### config.mk
export PLATFORM = sky130hd
export DESIGN_NAME = mem_port_arbiter
export DESIGN_NICKNAME = d
export VERILOG_FILES = /design/src/rtl/mem_port_arbiter.sv
export SDC_FILE = /design/constraint.sdc
export NUM_CORES = 1
export LEC_CHECK = 0
export CELL_PAD_IN_SITES_DETAIL_PLACEMENT = 0
export CELL_PAD_IN_SITES_GLOBAL_PLACEMENT = 2
export CORE_ASPECT_RATIO = 0.9
export CORE_UTILIZATION = 29
export DETAILED_ROUTE_END_ITERATION = 8
export PLACE_DENSITY_LB_ADDON = 0.15
export SLEW_MARGIN = 20
export SYNTH_ARGS = -nofsm -noshare
export SYNTH_HDL_FRONTEND = slang
export SYNTH_SLANG_ARGS = --single-unit
### constraint.sdc
create_clock -name CLK -period 3.63 [get_ports CLK]
set_clock_uncertainty 0.2 [all_clocks]
set_input_delay 0.5445 -clock CLK [delete_from_list [all_inputs] [get_ports CLK]]
set_output_delay 0.5445 -clock CLK [all_outputs]
set_load 0.05 [all_outputs]
### src/rtl/mem_port_arbiter.sv
`default_nettype none
// ============================================================================
// Module      : mem_port_arbiter
// Description : Two-port arbiter for a single-port memory. Port 0 is the
//               read-only instruction fetch path, port 1 the loader/debug
//               read/write path. Each access runs ISSUE -> WAIT(MEM_LAT) ->
//               DONE(Ack). Round-robin arbitration, with a bounded burst lock
//               that lets the loader keep the memory while fetch is waiting.
// Revision    : 1.0 - initial release
// ============================================================================
module mem_port_arbiter #(
    parameter int AW       = 8,
    parameter int DW       = 8,
    parameter int MEM_LAT  = 1,
    parameter int LOCK_MAX = 4
) (
    input  logic          CLK,
    input  logic          CLB,
    input  logic          Req0,
    input  logic [AW-1:0] Addr0,
    input  logic          Req1,
    input  logic [AW-1:0] Addr1,
    input  logic          We1,
    input  logic [DW-1:0] WData1,
    input  logic          Lock1,
    output logic [1:0]    Gnt,
    output logic [1:0]    Ack,
    output logic [DW-1:0] RData,
    output logic          Busy,
    output logic          MemEn,
    output logic          MemWe,
    output logic [AW-1:0] MemAddr,
    output logic [DW-1:0] MemWData,
    input  logic [DW-1:0] MemRData
);

    localparam int               c_LCW      = (LOCK_MAX < 1) ? 1 : $clog2(LOCK_MAX + 1);
    localparam logic [c_LCW-1:0] c_LOCK_MAX = c_LCW'(LOCK_MAX);
    localparam logic [3:0]       c_MEM_LAT  = 4'(MEM_LAT);

    localparam logic [1:0] c_IDLE  = 2'd0;
    localparam logic [1:0] c_ISSUE = 2'd1;
    localparam logic [1:0] c_WAIT  = 2'd2;
    localparam logic [1:0] c_DONE  = 2'd3;

    // The latency counter is 4 bits wide, so only 1..15 can be represented.
    generate
        if (MEM_LAT < 1 || MEM_LAT > 15) begin : g_badMemLat
            $error("mem_port_arbiter: MEM_LAT=%0d outside legal range 1..15", MEM_LAT);
        end
    endgenerate

    logic [1:0]       r_state;
    logic             r_last;
    logic [c_LCW-1:0] r_lockCnt;
    logic [3:0]       r_latCnt;
    logic             r_we;
    logic [1:0]       r_gnt;
    logic [1:0]       r_ack;
    logic [DW-1:0]    r_rdata;
    logic             r_memEn;
    logic             r_memWe;
    logic [AW-1:0]    r_memAddr;
    logic [DW-1:0]    r_memWData;

    logic w_any;
    logic w_win;
    logic w_lockWin;

    assign w_any = Req0 | Req1;

    // Winner selection for the IDLE cycle: a lone requester wins, a tie goes
    // to the port that did not own the last access unless the loader lock holds.
    always_comb begin
        w_win     = 1'b0;
        w_lockWin = 1'b0;
        if (Req0 && Req1) begin
            if (Lock1 && r_last && (r_lockCnt < c_LOCK_MAX)) begin
                w_win     = 1'b1;
                w_lockWin = 1'b1;
            end else begin
                w_win = ~r_last;
            end
        end else begin
            w_win = Req1;
        end
    end

    // Transaction sequencer; the memory interface signals double as the
    // holding registers for the captured request.
    always_ff @(posedge CLK or negedge CLB) begin
        if (!CLB) begin
            r_state    <= c_IDLE;
            r_last     <= 1'b1;
            r_lockCnt  <= '0;
            r_latCnt   <= '0;
            r_we       <= 1'b0;
            r_gnt      <= 2'b00;
            r_ack      <= 2'b00;
            r_rdata    <= '0;
            r_memEn    <= 1'b0;
            r_memWe    <= 1'b0;
            r_memAddr  <= '0;
            r_memWData <= '0;
        end else begin
            case (r_state)
                c_IDLE: begin
                    if (w_any) begin
                        r_state    <= c_ISSUE;
                        r_gnt      <= w_win ? 2'b10 : 2'b01;
                        r_last     <= w_win;
                        r_we       <= w_win & We1;
                        r_memEn    <= 1'b1;
                        r_memWe    <= w_win & We1;
                        r_memAddr  <= w_win ? Addr1 : Addr0;
                        r_memWData <= w_win ? WData1 : '0;
                        if (w_lockWin) begin
                            r_lockCnt <= r_lockCnt + 1'b1;
                        end else if (!w_win || !Lock1) begin
                            r_lockCnt <= '0;
                        end
                    end
                end
                c_ISSUE: begin
                    r_memEn  <= 1'b0;
                    r_memWe  <= 1'b0;
                    r_latCnt <= c_MEM_LAT;
                    r_state  <= c_WAIT;
                end
                c_WAIT: begin
                    r_latCnt <= r_latCnt - 1'b1;
                    if (r_latCnt == 4'd1) begin
                        if (!r_we) begin
                            r_rdata <= MemRData;
                        end
                        r_ack   <= r_gnt;
                        r_state <= c_DONE;
                    end
                end
                default: begin
                    r_gnt   <= 2'b00;
                    r_ack   <= 2'b00;
                    r_state <= c_IDLE;
                end
            endcase
        end
    end

    assign Gnt      = r_gnt;
    assign Ack      = r_ack;
    assign RData    = r_rdata;
    assign Busy     = (r_state != c_IDLE);
    assign MemEn    = r_memEn;
    assign MemWe    = r_memWe;
    assign MemAddr  = r_memAddr;
    assign MemWData = r_memWData;

endmodule
`default_nettype wire

==> results of run 1 <==
stage by stage:
step	instance area (sq um)	setup WS, ns	hold WS, ns	utilization (%)	cells
3_3_place_gp	2649	1.025	0.2615	42.85	313
5_1_grt	2766	0.4906	0.2570	44.75	321
6_report	2766	0.6472	0.1821	44.75	321
3_5_place_dp	2649	0.9219	0.2669	42.85	313
2_1_floorplan	1882	1.558	0.04891	-	164
4_1_cts	2764	0.6414	0.2159	44.71	321
critical path: stages, from the launching register on:
cell and delay (ns):
dfrtp_1 0.41, inv_1 0.10, ha_1 0.46, inv_1 0.22
clkdlybuf4s50_1 0.75
layer usage:
layer  wire (um)  share of wire, %  vias to the layer above  track usage (%)
met2        2220                51                       44            22.83
li1            -                 -                      711                -
met5           0                 0                        -                0
met4          61               1.4                        0            4.167
met3         217               5.0                        7            4.837
met1        1853                43                      733            16.44
flip-flops by register name, indices dropped and copies added (netlist names):
name,cells
MemAddr,8
MemWData,8
r_we,1
MemEn,1
RData,8
r_lockCnt,3
MemWe,1
Gnt,2
r_last,1
r_state,2
r_latCnt,4
Ack,2
cell families (layout without fill, tap and decap cells):
kind of cell               Yosys count  in the layout  share of synthesized area (%)
and+or+nand+nor                     34             34                          8.378
AOI/OAI and AO/OA                   39             39                          14.63
muxes                               21             21                          13.36
DFF                                 41             41                          54.59
buffers and inverters               23             93                          5.053
adders and majority gates            6              6                          3.989
worst paths after layout:
path                                          from  slack (ns)              endpoint  cells past startpoint
max in group asynchronous                      CLB        2.47     MemEn$_DFFE_PN0P_                      1
setup reg to reg           r_latCnt[1]$_DFFE_PN0N_        1.31  RData[5]$_DFFE_PN0P_                      5
setup / recovery            r_state[0]$_DFFE_PN0P_        0.65                  Busy                      4
hold / removal                                 CLB        0.18    Ack[1]$_DFFE_PN0P_                      1
hold reg to reg                   r_we$_DFFE_PN0P_        0.29      r_we$_DFFE_PN0P_                      2
min in group CLK                  r_we$_DFFE_PN0P_        0.29      r_we$_DFFE_PN0P_                      2
synth_stat cells (2+ instances only):
master	instances	area [sq um]
a21oi_1	11	55.05
a22o_1	3	26.28
clkbuf_1	6	22.52
o22ai_1	3	18.77
nor3_1	2	10.01
nand2b_1	3	18.77
o21ai_0	7	35.03
mux2i_1	12	120.1
a22o_2	2	20.02
nor2_1	13	48.80
nand2_1	11	41.29
mux2_4	8	120.1
dfrtp_1	40	1001
ha_1	6	75.07
inv_1	15	56.30
a32o_1	8	80.08
power by group through the flow:
| stage | Sequential, W | Clock, W | Combinational [W] |
|---|---|---|---|
| global placement | 0.000783 | 0 | 0.00161 |
| global route | 0.000810 | 0.000403 | 0.00173 |
| detailed placement | 0.000794 | 0 | 0.00164 |
| CTS | 0.000787 | 0.000384 | 0.00164 |
| finish | 0.000785 | 0.000372 | 0.00163 |
| floorplan | 0.00132 | 0 | 0.000586 |
final cells by class:
class / count / area, sq um / area share [%]
well taps: 87 / 108.9 / 3.935
repair buffers: 70 / 690.7 / 24.97
clock inverters: 3 / 46.29 / 1.673
clock buffers: 5 / 68.82 / 2.488
inverters: 15 / 56.30 / 2.035
multi-input cells: 100 / 768.2 / 27.77
flip-flops and latches: 41 / 1027 / 37.13
==> impl_metrics.env, run 1 <==
export IMPL_slew_viol_final=0
export IMPL_fmax_mhz=335.3
export IMPL_final_hold_violation_count=0
export IMPL_clk_path_buf_depth=2
export IMPL_dr_pass1_iters=4
export IMPL_max_slew_worst_pin_slew_ns=0.9404
export IMPL_vias=1495
export IMPL_postCtsSetupRepairBufs=0
export IMPL_p_total_w=0.002783
export IMPL_portBuffers=68
export IMPL_crit_type="reg2out"
export IMPL_drv_cap=0
export IMPL_cts_made_buffers=5
export IMPL_fillers=570
export IMPL_gp_congestion=0.7450
export IMPL_yosysWarnings=0
export IMPL_clk_pin_slew_ns=0.08
export IMPL_switching_power_w=0.001296
export IMPL_ir_drop_uv=345.3
export IMPL_area_delta_synth_final_pct=47.01
export IMPL_grt_pass1_vias=1485
export IMPL_mostFrequentLayoutCells="67 x clkdlybuf4s50_1, 40 x dfrtp_1, 15 x inv_1, 12 x nor2_1, 12 x mux2i_1"
export IMPL_htreeDepth=2
export IMPL_p_sw_share_pct=46.57
export IMPL_relSlewSlack_pct=37.11
export IMPL_crit_fanout=15
export IMPL_hold_buffers=0
export IMPL_antenna_cells=0
export IMPL_clock_sinks=41
export IMPL_drt_initial_drc_count=65
export IMPL_status="finished clean"
export IMPL_routed_wl_mm=4.352
export IMPL_period_share_pct=82.17
export IMPL_start_util_pct=30.44
export IMPL_clk_latency_ns=0.29
export IMPL_ys_ff_latch=41
export IMPL_clockRootBuffer="clkbuf_8"
export IMPL_power_density_nw_per_um2=1006
export IMPL_cts_tree="yes"
export IMPL_grt_max_degree=42
export IMPL_synth_main_ff_cell="dfrtp_1"
export IMPL_leakage_nw=1.193
export IMPL_drive_above_1_share_pct=11.54
export IMPL_die_w_um=86.91
export IMPL_endpoint_kind="primary output"
export IMPL_yosysUniqueCellTypes=30
export IMPL_row_count=27
export IMPL_fin_crit_ns=2.983
export IMPL_synthCells=164
export IMPL_io_pins=69
export IMPL_grt_pass1_wl_mm=7.058
export IMPL_synthesis_nets=208
export IMPL_drc_errors=0
export IMPL_dp_final_hpwl_mm=3.224
export IMPL_gr_total_overflow=0
export IMPL_setup_tns_ns=0
export IMPL_synthesis_area_sq_um=1882
export IMPL_syn_mean_instance_area_sq_um=11.47
export IMPL_final_antenna_net_count=0
export IMPL_layout_commonest_cell="clkdlybuf4s50_1"
export IMPL_holdCritPathClass="in2async"
export IMPL_antenna_found_initial=0
export IMPL_async_reset_ff_share_pct=100.0
export IMPL_synth_edff_count=0
export IMPL_coreArea_sq_um=6182
export IMPL_clkPwrFrac_pct=13.4
export IMPL_seq_area_frac_synth_pct=54.59
export IMPL_routed_via_density=4.657
export IMPL_rsz0062_at_grt="false"
export IMPL_setup_viol=0
export IMPL_cp_arrival_ns=2.24
export IMPL_intPower_w=0.001487
export IMPL_nNetsFinal=277
export IMPL_dieArea_sq_um=6815
export IMPL_crit_required_ns=2.89
export IMPL_grt_usage_pct=13.68
export IMPL_post_cts_resized=0
export IMPL_wl_per_cell_um=13.56
export IMPL_pwr_share_seq_pct=28.2
export IMPL_p_comb_share_pct=58.4
export IMPL_die_h_um=78.42
export IMPL_cp_start_kind="register"
No activity file was read; power rests on OpenSTA's default activity.
==> inputs of run 2 (changes only) <==
--- a/config.mk
+++ b/config.mk
@@ -8,7 +8,7 @@
 export CELL_PAD_IN_SITES_DETAIL_PLACEMENT = 0
 export CELL_PAD_IN_SITES_GLOBAL_PLACEMENT = 2
 export CORE_ASPECT_RATIO = 0.9
-export CORE_UTILIZATION = 29
+export CORE_UTILIZATION = 24
 export DETAILED_ROUTE_END_ITERATION = 8
 export PLACE_DENSITY_LB_ADDON = 0.15
 export SLEW_MARGIN = 20
==> constraint.sdc (replaced) <==
create_clock -name CLK -period 2.66 [get_ports CLK]
set_clock_uncertainty 0.2 [all_clocks]
set_input_delay 0.399 -clock CLK [delete_from_list [all_inputs] [get_ports CLK]]
set_output_delay 0.399 -clock CLK [all_outputs]
set_load 0.05 [all_outputs]
==> run 2 against run 1 <==
Worst setup slack lost 0.29 ns. First-iteration DRC count shrank 25%. Critical endpoint is now RData[2]$_DFFE_PN0P_. Non-clock buffer count grew 6. Sequential power grew 35%. Combinational power grew 37%. Clock power grew 9.1%. Highest routed layer unchanged.
==> impl_metrics.env, run 2 (same netlist as run 1, synthesis figures left out) <==
export IMPL_regToRegSetupSlack_ns=0.36
export IMPL_period_share_pct=86.59
export IMPL_dr_pass1_iters=4
export IMPL_grt_usage_pct=11.85
export IMPL_drv_cap=0
export IMPL_grt_max_degree=24
export IMPL_grt_pass1_wl_mm=7.431
export IMPL_clock_sinks=41
export IMPL_clk_latency_ns=0.29
export IMPL_routed_wl_mm=4.467
export IMPL_wl_per_cell_um=13.29
export IMPL_setup_tns_ns=0
export IMPL_nNetsFinal=283
export IMPL_drt_initial_drc_count=49
export IMPL_coreArea_sq_um=7582
export IMPL_layout_commonest_cell="clkdlybuf4s50_1"
export IMPL_power_density_nw_per_um2=1327
export IMPL_clockRootBuffer="clkbuf_8"
export IMPL_final_hold_violation_count=0
export IMPL_htreeDepth=2
export IMPL_row_count=30
export IMPL_dp_final_hpwl_mm=3.305
export IMPL_vias=1428
export IMPL_fillers=748
export IMPL_die_w_um=95.34
export IMPL_slew_viol_final=0
export IMPL_drive_above_1_share_pct=13.33
export IMPL_min_from="MemWData[5]$_DFFE_PN0P_"
export IMPL_clk_path_buf_depth=2
export IMPL_timing_rr_end="RData[2]$_DFFE_PN0P_"
export IMPL_endpoint_kind="register"
export IMPL_max_slew_worst_pin_slew_ns=0.5586
export IMPL_post_cts_resized=0
export IMPL_cp_arrival_ns=2.28
export IMPL_crit_required_ns=2.64
export IMPL_start_util_pct=24.82
export IMPL_rsz0062_at_grt="false"
export IMPL_setup_viol=0
export IMPL_area_delta_synth_final_pct=48.34
export IMPL_fmax_mhz=434.2
export IMPL_postCtsSetupRepairBufs=0
export IMPL_fin_crit_ns=2.303
export IMPL_crit_type="reg2reg"
export IMPL_drc_errors=0
export IMPL_io_pins=69
export IMPL_die_h_um=86.01
export IMPL_cts_made_buffers=5
export IMPL_gp_congestion=0.6250
export IMPL_status="finished clean"
export IMPL_holdPathStages=1
export IMPL_leakage_nw=1.212
export IMPL_final_antenna_net_count=0
export IMPL_crit_fanout=8
export IMPL_cts_tree="yes"
export IMPL_routed_via_density=4.250
export IMPL_ir_drop_uv=445.2
export IMPL_gr_total_overflow=0
export IMPL_holdCritPathClass="reg2reg"
export IMPL_relSlewSlack_pct=62.76
export IMPL_mostFrequentLayoutCells="66 x clkdlybuf4s50_1, 40 x dfrtp_1, 15 x inv_1, 13 x nor2_1, 12 x mux2i_1"
export IMPL_antenna_found_initial=0
export IMPL_dieArea_sq_um=8200
export IMPL_holdPathEnd="MemWData[5]$_DFFE_PN0P_"
export IMPL_portBuffers=68
export IMPL_p_total_w=0.003705
export IMPL_worstReg2RegStart="r_latCnt[1]$_DFFE_PN0N_"
export IMPL_antenna_cells=0
export IMPL_cp_start_kind="register"
export IMPL_reg2reg_depth=5
export IMPL_clk_pin_slew_ns=0.08
export IMPL_grt_pass1_vias=1494
run 2: worst max path at each step:
stage	from	endpoint	slack, ns	depth (start not counted)
2_1_floorplan	r_latCnt[1]$_DFFE_PN0N_	RData[0]$_DFFE_PN0P_	0.59	6
3_3_place_gp	r_latCnt[1]$_DFFE_PN0N_	RData[3]$_DFFE_PN0P_	0.41	5
3_5_place_dp	r_latCnt[1]$_DFFE_PN0N_	RData[2]$_DFFE_PN0P_	0.35	5
4_1_cts	r_latCnt[1]$_DFFE_PN0N_	RData[2]$_DFFE_PN0P_	0.34	5
5_1_grt	r_latCnt[1]$_DFFE_PN0N_	RData[2]$_DFFE_PN0P_	0.27	5
6_report	r_latCnt[1]$_DFFE_PN0N_	RData[2]$_DFFE_PN0P_	0.36	5
run 2: power by group:
| part | internal, W | total (W) | switching, W |
|---|---|---|---|
| clock | 0.000181 | 0.000406 | 0.000225 |
| sequential | 0.000901 | 0.00106 | 0.000162 |
| combinational | 0.000864 | 0.00224 | 0.00137 |
run 2: what timing repair did:
item	4_1_cts	5_1_grt
hold buffers	1	0
endpoints found under the setup margin	0	0
hold endpoints to repair	21	0
run 2: area by class of cell:
cell class	instances	area, sq um	share of cell area (%)
Inverter	15	56.30	2.017
Clock buffer	5	68.82	2.465
Multi-Input combinational cell	100	765.7	27.43
Tap cell	96	120.1	4.303
Clock inverter	3	17.52	0.6275
Timing Repair Buffer	76	735.7	26.36
Sequential cell	41	1027	36.80
run 2: per-layer routing:
layer,part of all wire [%],up-vias,track usage (%)
met2,45,44,17.73
met3,6.4,2,4.167
met4,0.51,0,3.306
li1,-,721,-
met1,48,661,16.05
met5,0,-,0
run 2: critical path, cell delays in order, from the launching register on:
cell     delay [ns]
dfrtp_1        0.39
inv_1          0.09
ha_1           0.14
or3b_4         0.40
or3b_1         0.60
mux2_4         0.38
run 2: stage by stage:
| stage | instance area [sq um] | hold WS [ns] | util, % | setup slack, ns | instances |
|---|---|---|---|---|---|
| floorplan | 1882 | -0.09659 | - | 0.5875 | 164 |
| global placement | 2695 | 0.2242 | 35.54 | 0.4083 | 327 |
| detailed placement | 2695 | 0.2330 | 35.54 | 0.3528 | 327 |
| CTS | 2791 | 0.3003 | 36.82 | 0.3402 | 336 |
| global route | 2791 | 0.3225 | 36.82 | 0.2701 | 336 |
| finish | 2791 | 0.2947 | 36.82 | 0.3568 | 336 |
==> inputs of run 3 (changes only) <==
--- a/config.mk
+++ b/config.mk
@@ -8,8 +8,9 @@
 export CELL_PAD_IN_SITES_DETAIL_PLACEMENT = 0
 export CELL_PAD_IN_SITES_GLOBAL_PLACEMENT = 2
 export CORE_ASPECT_RATIO = 0.9
-export CORE_UTILIZATION = 24
+export CORE_UTILIZATION = 29
 export DETAILED_ROUTE_END_ITERATION = 8
+export GPL_ROUTABILITY_DRIVEN = 0
 export PLACE_DENSITY_LB_ADDON = 0.15
 export SLEW_MARGIN = 20
 export SYNTH_ARGS = -nofsm -noshare
==> constraint.sdc (replaced) <==
create_clock -name CLK -period 2.9 [get_ports CLK]
set_clock_uncertainty 0.2 [all_clocks]
set_input_delay 0.435 -clock CLK [delete_from_list [all_inputs] [get_ports CLK]]
set_output_delay 0.435 -clock CLK [all_outputs]
set_load 0.05 [all_outputs]
==> run 3 against run 2 <==
Flip-flop and latch count stayed put. Largest cell class unchanged. Total power is 8.6% lower. Global-route usage is 2.0 points higher. Utilization is 7.7 points higher. First-iteration DRC count is 2.0% higher. Non-clock buffer count is 4 lower. Cell area is 1.5% lower. Critical path type is now reg2out.
==> impl_metrics.env, run 3 (same netlist as run 1, synthesis figures left out) <==
export IMPL_status="finished clean"
export IMPL_endpoint="Busy"
export IMPL_power_density_nw_per_um2=1232
export IMPL_gr_total_overflow=0
export IMPL_coreArea_sq_um=6182
export IMPL_switching_power_w=0.001610
export IMPL_dp_slack_ns=0.4660
export IMPL_holdWs_ns=0.06546
export IMPL_clk_latency_ns=0.29
export IMPL_dp_final_hpwl_mm=3.201
export IMPL_antenna_cells=0
export IMPL_worstReg2RegStart="r_latCnt[1]$_DFFE_PN0N_"
export IMPL_start_util_pct=30.44
export IMPL_relSlewSlack_pct=34.76
export IMPL_setup_viol=0
export IMPL_cp_arrival_ns=1.97
export IMPL_hold_buffers=0
export IMPL_leakage_nw=1.192
export IMPL_drv_cap=0
export IMPL_critPathLaunch="r_state[0]$_DFFE_PN0P_"
export IMPL_clockRootBuffer="clkbuf_8"
export IMPL_final_hold_violation_count=0
export IMPL_fmax_mhz=384.3
export IMPL_dieArea_sq_um=6815
export IMPL_drt_met1_wl_mm=1.937
export IMPL_fillers=577
export IMPL_portBuffers=68
export IMPL_route_met2_wl_mm=2.046
export IMPL_fin_crit_ns=2.602
export IMPL_p_sw_share_pct=47.53
export IMPL_crit_fanout=5
export IMPL_grt_pass1_vias=1488
export IMPL_grt_usage_pct=13.85
export IMPL_postCtsSetupRepairBufs=0
export IMPL_layout_commonest_cell="clkdlybuf4s50_1"
export IMPL_rsz0062_at_grt="false"
export IMPL_io_pins=69
export IMPL_p_comb_share_pct=60.3
export IMPL_clock_sinks=41
export IMPL_row_count=27
export IMPL_holdCritPathClass="in2async"
export IMPL_final_antenna_net_count=0
export IMPL_cp_start_kind="register"
export IMPL_drive_above_1_share_pct=11.86
export IMPL_regToRegSetupSlack_ns=0.60
export IMPL_post_cts_resized=0
export IMPL_antenna_found_initial=0
export IMPL_cts_made_buffers=5
export IMPL_routed_wl_mm=4.295
export IMPL_timing_rr_end="RData[5]$_DFFE_PN0P_"
export IMPL_setup_tns_ns=0
export IMPL_max_slew_worst_pin_slew_ns=0.9750
export IMPL_intPower_w=0.001777
export IMPL_drc_errors=0
export IMPL_mostFrequentLayoutCells="67 x clkdlybuf4s50_1, 40 x dfrtp_1, 15 x inv_1, 13 x nor2_1, 12 x mux2i_1"
export IMPL_clk_pin_slew_ns=0.08
export IMPL_dr_pass1_iters=4
export IMPL_reg2reg_depth=5
export IMPL_endpoint_kind="primary output"
export IMPL_drt_initial_drc_count=50
export IMPL_wl_per_cell_um=13.30
export IMPL_wl_met3_um=279
export IMPL_fin_util_pct=44.48
export IMPL_top_layer="met4"
export IMPL_clk_path_buf_depth=2
export IMPL_setup_slack_ns=0.2981
export IMPL_die_h_um=78.42
export IMPL_post_dp_cell_area_sq_um=2664
export IMPL_grt_pass1_wl_mm=7.093
export IMPL_ir_drop_uv=407.9
export IMPL_vias=1478
export IMPL_crit_required_ns=2.27
export IMPL_nNetsFinal=279
export IMPL_pwr_share_seq_pct=29.0
export IMPL_area_delta_synth_final_pct=46.14
export IMPL_die_w_um=86.91
export IMPL_cts_tree="yes"
export IMPL_grt_max_degree=42
export IMPL_htreeDepth=2
export IMPL_clkPwrFrac_pct=10.7
export IMPL_crit_type="reg2out"
export IMPL_final_area_sq_um=2750
export IMPL_period_share_pct=89.72
export IMPL_routed_via_density=4.576
export IMPL_slew_viol_final=0
[run 3: cell count changes in the layout (fill, tap and decap cells not counted), sizes merged]
cell,change
dlygate4sd3,-1
clkdlybuf4s50,+1
buf,-4
[run 3: final cells by class]
class	count	area [sq um]	area share [%]
clock inverter	3	17.52	0.6369
timing repair buffer	72	705.7	25.66
clock buffer	5	68.82	2.502
inverter	15	56.30	2.047
multi-input combinational	100	765.7	27.84
sequential	41	1027	37.35
tap	87	108.9	3.958
[run 3: per-stage QoR]
step / power, W / instances
after floorplan: 0.002390 / 164
after global placement: 0.003005 / 315
after detailed placement: 0.003049 / 315
after CTS: 0.003427 / 323
after global routing: 0.003602 / 323
final: 0.003387 / 323
[run 3: power by group through the flow]
stage | Sequential (W) | Clock [W] | Combinational, W
finish | 0.000982 | 0.000363 | 0.00204
global route | 0.00102 | 0.000409 | 0.00218
CTS | 0.000985 | 0.000380 | 0.00206
detailed placement | 0.000991 | 0 | 0.00206
global placement | 0.000982 | 0 | 0.00202
floorplan | 0.00166 | 0 | 0.000734
[run 3: per-layer routing]
layer  vias to the layer above  global-route usage, %
li1                        715                      -
met1                       716                  17.45
met2                        45                  21.65
met3                         2                  5.363
met4                         0                  4.500
met5                         -                      0
[run 3: critical path, cell delays in order (launching register included)]
cell	delay [ns]
dfrtp_1	0.38
inv_1	0.07
ha_1	0.21
inv_1	0.16
clkdlybuf4s50_1	0.84
[run 3: worst min path at each step]
stage | startpoint | to | slack, ns | cells past startpoint
CTS | CLB | r_latCnt[3]$_DFFE_PN0N_ | 0.09 | 1
finish | CLB | r_latCnt[1]$_DFFE_PN0N_ | 0.07 | 1
detailed placement | r_we$_DFFE_PN0P_ | r_we$_DFFE_PN0P_ | 0.27 | 2
global placement | r_we$_DFFE_PN0P_ | r_we$_DFFE_PN0P_ | 0.26 | 2
global route | CLB | r_latCnt[2]$_DFFE_PN0N_ | 0.14 | 1
floorplan | CLB | Ack[0]$_DFFE_PN0P_ | -0.06 | 0
